<file path="config.mk">
export PLATFORM = sky130hd
export DESIGN_NAME = mont_precomp
export DESIGN_NICKNAME = d
export VERILOG_FILES = /design/src/rtl/mont_precomp.sv
export SDC_FILE = /design/constraint.sdc
export NUM_CORES = 2
export LEC_CHECK = 0
export ABC_AREA = 1
export BUFFER_PORTS_ARGS = -buffer_cell sky130_fd_sc_hd__buf_2
export CAP_MARGIN = 20
export CORE_MARGIN = 10
export CORE_UTILIZATION = 40
export DETAILED_ROUTE_END_ITERATION = 8
export GPL_TIMING_DRIVEN = 0
export PLACE_DENSITY = 0.61
export SLEW_MARGIN = 10
export SYNTH_ARGS = -nofsm -noshare
export SYNTH_HDL_FRONTEND = slang
export SYNTH_SLANG_ARGS = --single-unit
</file>
<file path="constraint.sdc">
create_clock -name clk -period 10 [get_ports clk]
set_clock_uncertainty 0.05 [all_clocks]
set_input_delay 2 -clock clk [delete_from_list [all_inputs] [get_ports clk]]
set_output_delay 2 -clock clk [all_outputs]
set_load 0.02 [all_outputs]
</file>
<file path="src/rtl/mont_precomp.sv">
// rtl/mont_precomp.sv - Montgomery constant precompute: n0' = -N^-1 mod 2^DW, R mod N, R^2 mod N
module mont_precomp #(
  parameter int NW = 256,
  parameter int DW = 32
) (
  input  logic          clk,
  input  logic          reset,
  input  logic          start,
  input  logic [NW-1:0] VN,
  output logic          busy,
  output logic          done,
  output logic          err,
  output logic [NW-1:0] VNI,
  output logic [NW-1:0] VR1,
  output logic [NW-1:0] VR2
);

  localparam int CW = $clog2(2 * NW);
  localparam int IW = $clog2(DW);

  typedef enum logic [1:0] {
    S_IDLE,
    S_RUN,
    S_DONE
  } state_t;

  state_t        r_state;
  logic [NW-1:0] r_n;
  logic [NW:0]   r_x;
  logic [DW-1:0] r_y;
  logic [CW-1:0] r_cnt;

  logic [NW:0]   w_t;
  logic [NW:0]   w_nx;
  logic [NW:0]   w_xn;
  logic [DW-1:0] w_prod;
  logic [IW-1:0] w_i;
  logic          w_hensel;
  logic [DW-1:0] w_bit;
  logic [DW-1:0] w_nip;
  logic          w_vn_ok;

  // Doubling step: x stays below N, so 2x needs at most one subtraction of N.
  assign w_t  = r_x << 1;
  assign w_nx = {1'b0, r_n};
  assign w_xn = (w_t >= w_nx) ? (w_t - w_nx) : w_t;

  // Hensel lifting: fix bit i of y whenever bit i of N*y is still set.
  assign w_prod   = r_n[DW-1:0] * r_y;
  assign w_i      = r_cnt[IW-1:0] + IW'(1);
  assign w_hensel = (r_cnt < CW'(DW - 1)) && w_prod[w_i];
  assign w_bit    = DW'(1) << w_i;
  assign w_nip    = ~r_y + DW'(1);

  // An odd modulus greater than one is the only one with a Montgomery inverse.
  assign w_vn_ok = VN[0] & (|VN[NW-1:1]);

  // Control FSM with doubling/Hensel datapath and registered result capture.
  always_ff @(posedge clk) begin
    if (reset) begin
      r_state <= S_IDLE;
      r_n     <= '0;
      r_x     <= '0;
      r_y     <= '0;
      r_cnt   <= '0;
      busy    <= 1'b0;
      done    <= 1'b0;
      err     <= 1'b0;
      VNI     <= '0;
      VR1     <= '0;
      VR2     <= '0;
    end else begin
      case (r_state)
        S_IDLE: begin
          done <= 1'b0;
          if (start) begin
            r_n   <= VN;
            r_x   <= (NW + 1)'(1);
            r_y   <= DW'(1);
            r_cnt <= '0;
            busy  <= 1'b1;
            if (w_vn_ok) begin
              err     <= 1'b0;
              r_state <= S_RUN;
            end else begin
              err     <= 1'b1;
              VNI     <= '0;
              VR1     <= '0;
              VR2     <= '0;
              done    <= 1'b1;
              r_state <= S_DONE;
            end
          end
        end
        S_RUN: begin
          r_x   <= w_xn;
          r_cnt <= r_cnt + CW'(1);
          if (w_hensel) begin
            r_y <= r_y + w_bit;
          end
          if (r_cnt == CW'(NW - 1)) begin
            VR1 <= w_xn[NW-1:0];
          end
          if (r_cnt == CW'(2 * NW - 1)) begin
            VR2     <= w_xn[NW-1:0];
            VNI     <= {{(NW - DW){1'b0}}, w_nip};
            done    <= 1'b1;
            r_state <= S_DONE;
          end
        end
        S_DONE: begin
          done    <= 1'b0;
          busy    <= 1'b0;
          r_state <= S_IDLE;
        end
        default: begin
          r_state <= S_IDLE;
        end
      endcase
    end
  end

endmodule
</file>
==> results.md <==
* Status: complete, no violations
* Final Instance Area at 0.100 sq mm
* Hold/Removal Path Class: flop to flop
* Area leader, netlist: dfxtp_1
* Post-synth EDFFs at 0
* Vias in the first global route at 92000
* Setup Viol. Count Final at 0
* Final setup TNS at 0 ns
* Boundary pin count at 1030
* Minimum clock period at 9.70 ns
* Crit Path Class: flop to flop
* Initial antenna violation count at 42
* Worst Path Arrival at 10.40 ns
* 1st-iter DRT viols at 9124
* Synth Cell Area at 0.0873 sq mm
* CP Capture Type: flop
* WL final at 486000 um
* Delay of the slowest cell on the worst path at 0.74 ns
* FF+latch count, synth at 1102
* Chip width at 487 um
* Least-Margin Pin Slew at 1.39 ns
* Vert. Die Dim at 487 um
* Pin count of the biggest net entering global routing at 19
* CTS Buf Count at 116
* GRT Overall Usage at 39.1%
* Post-Synth XOR/XNOR Area at 2.19%
* Worst rel slew slack at 6.72%
* Syn. warnings at 0
* Multiplexer area fraction after synthesis at 0%
* P&R area growth vs syn at 14.8%
* Mean post-synth cell area at 6.69 sq um
* Slowest cell on the critical path: buf_1
* Highest net fanout along the worst path at 10
* Clock Sinks at 1102
* Placed inst area at 0.0962 sq mm
* Final Cycle Share at 97.0%
* Main combinational cell family by area after synthesis: compound AO/OA/AOI/OAI gates
* Sequential element share of the synthesized area at 25.3%
* Yosys top cell area share at 25.3%
* Main synth FF type: dfxtp_1
* Vias at 95700
* Port buffer count at 805
* Post-Synthesis Cells at 13100
* Final hold vios at 0
* Most common cell after layout, fill and taps aside: inv_1
* Clk buf depth at 3
* Share of cells above drive strength 1 at 10.4%
* Row cnt at 171
* Detailed-route vias per instance at 5.56
* Core box area at 0.217 sq mm
* Pre-antenna DRT Iters at 8
* Die ar. at 0.237 sq mm
* Synth Area in Compound Gates at 21.7%
* Avg WL per Cell at 28.2 um
* Cell mode on critical path: fa_1
* Clock latency on the worst-skew pair at 0.83 ns
* First-pass GRT wire length at 675000 um
* Max Cap Viol at 0
* Residual DRC count at 0
* Final Max Tran Viols at 0
* Netlist cell types at 58
* RePlAce Congestion at 1.09
* Nets@finish at 15300
* CTS HTree Levels at 3
* DP HPWL at 419000 um
* Clock Pin Slew Worst Setup and Hold Paths at 0.06 ns
* Starting Density at 40.2%
* FMAX at 103 MHz
* Synth area leaders: dfxtp_1 (25%), a21oi_1 (10%), fa_1 (9.4%), o21ai_0 (9.0%), inv_1 (8.9%)
* Startpoint Class: flop
* Total global routing overflow at 0
* Most frequent cells in the layout: inv_1 (2079), nand2_1 (1869), a21oi_1 (1777)
* Worst EP required at 10.70 ns
* Clk root buf: clkbuf_16
* Asr flop ratio synth at 0%
* Adder-cell area share of the yosys netlist at 15.4%
* Unrepaired setup endpoints after global routing: no
* TritonCTS clock tree: built
* Simple-gate portion of the synthesized area at 21.4%
* DRT antenna net count at 0
-- metrics by stage --
step / util [%] / hold slack, ns / worst slack [ns] / instances
after floorplan: - / 0.385 / 2.40 / 13300
final: 46.2 / 0.412 / 0.299 / 17200
after detailed placement: 44.3 / 0.404 / 0.0680 / 17000
after global routing: 46.2 / 0.446 / 0.00701 / 17200
after CTS: 46.1 / 0.415 / 0.00857 / 17200
after global placement: 44.1 / 0.401 / 0.0597 / 16900
-- per-layer routing --
metal | global-route usage (%) | share of wire, %
met1 | 47.5 | 39
met5 | 0 | 0.054
met2 | 62.7 | 45
met4 | 22.6 | 7.1
met3 | 9.62 | 8.7
-- timing repair --
item | CTS | global route
endpoints found under the setup margin | 0 | 32
buffers inserted | 0 | 0
hold buffers | 0 | 0
resized for setup | 0 | 16
-- path summary, 6_finish.rpt --
kind / from / to / slack (ns) / cells after the start
worst max-delay path: r_y[6]$_SDFFE_PP0P_ / r_y[10]$_SDFFE_PP0P_ / 0.30 / 35
worst max register to register: r_y[6]$_SDFFE_PP0P_ / r_y[10]$_SDFFE_PP0P_ / 0.30 / 35
worst min register to register: VNI[22]$_SDFFE_PP0P_ / VNI[22]$_SDFFE_PP0P_ / 0.41 / 2
worst min-delay path: VNI[22]$_SDFFE_PP0P_ / VNI[22]$_SDFFE_PP0P_ / 0.41 / 2
-- sequential cells by signal (all words and copies together) (netlist names) --
register	cells
r_cnt	9
busy	1
done	1
r_y	32
r_x	256
VNI	32
VR1	256
VR2	256
err	1
r_n	256
r_state	2
-- worst max-delay path: cells and delay by family, from the launching register on --
| kind | cells | cell delay [ns] |
|---|---|---|
| adder cells (fa/ha/maj) | 9 | 4.62 |
| buffers and inverters | 10 | 2.08 |
| AND/OR/NAND/NOR | 10 | 1.06 |
| AO/OA/AOI/OAI | 5 | 1.01 |
| flip-flops | 1 | 0.54 |
| XOR/XNOR | 1 | 0.23 |
-- synth_stat cells, types with 96 or more instances --
cell type / instances
inv_1: 2079
nand2_1: 1869
a21oi_1: 1778
o21ai_0: 1579
nor2_1: 1193
dfxtp_1: 1102
nand3_1: 642
clkbuf_1: 437
ha_1: 422
fa_1: 410
nand3b_1: 263
buf_4: 246
xnor2_1: 153
buf_2: 96
nand4_1: 96
-- area by class of cell --
type                            count  area [sq um]
Inverter                         2126          7980
Multi-Input combinational cell   9225         53900
Clock buffer                      170          3360
Tap cell                         2854          3570
Timing Repair Buffer              846          4470
Sequential cell                  1102         22100
Fill cell                       23700        117000
Buffer                            836          4280
Antenna cell                       18          45.0
Clock inverter                     36           571
-- logic make-up (layout without fill, tap and decap cells) --
family / after synthesis / in the layout
adders and majority gates: 832 / 832
other: 1 / 242
and+or+nand+nor: 4290 / 4290
AOI/OAI and AO/OA: 3661 / 3661
DFF: 1102 / 1102
buffers and inverters: 2962 / 4014
xor gates and xnor gates: 218 / 218
Power is not shown: default switching activity piles up to over one toggle a cycle in this logic, so the estimate is an artifact.
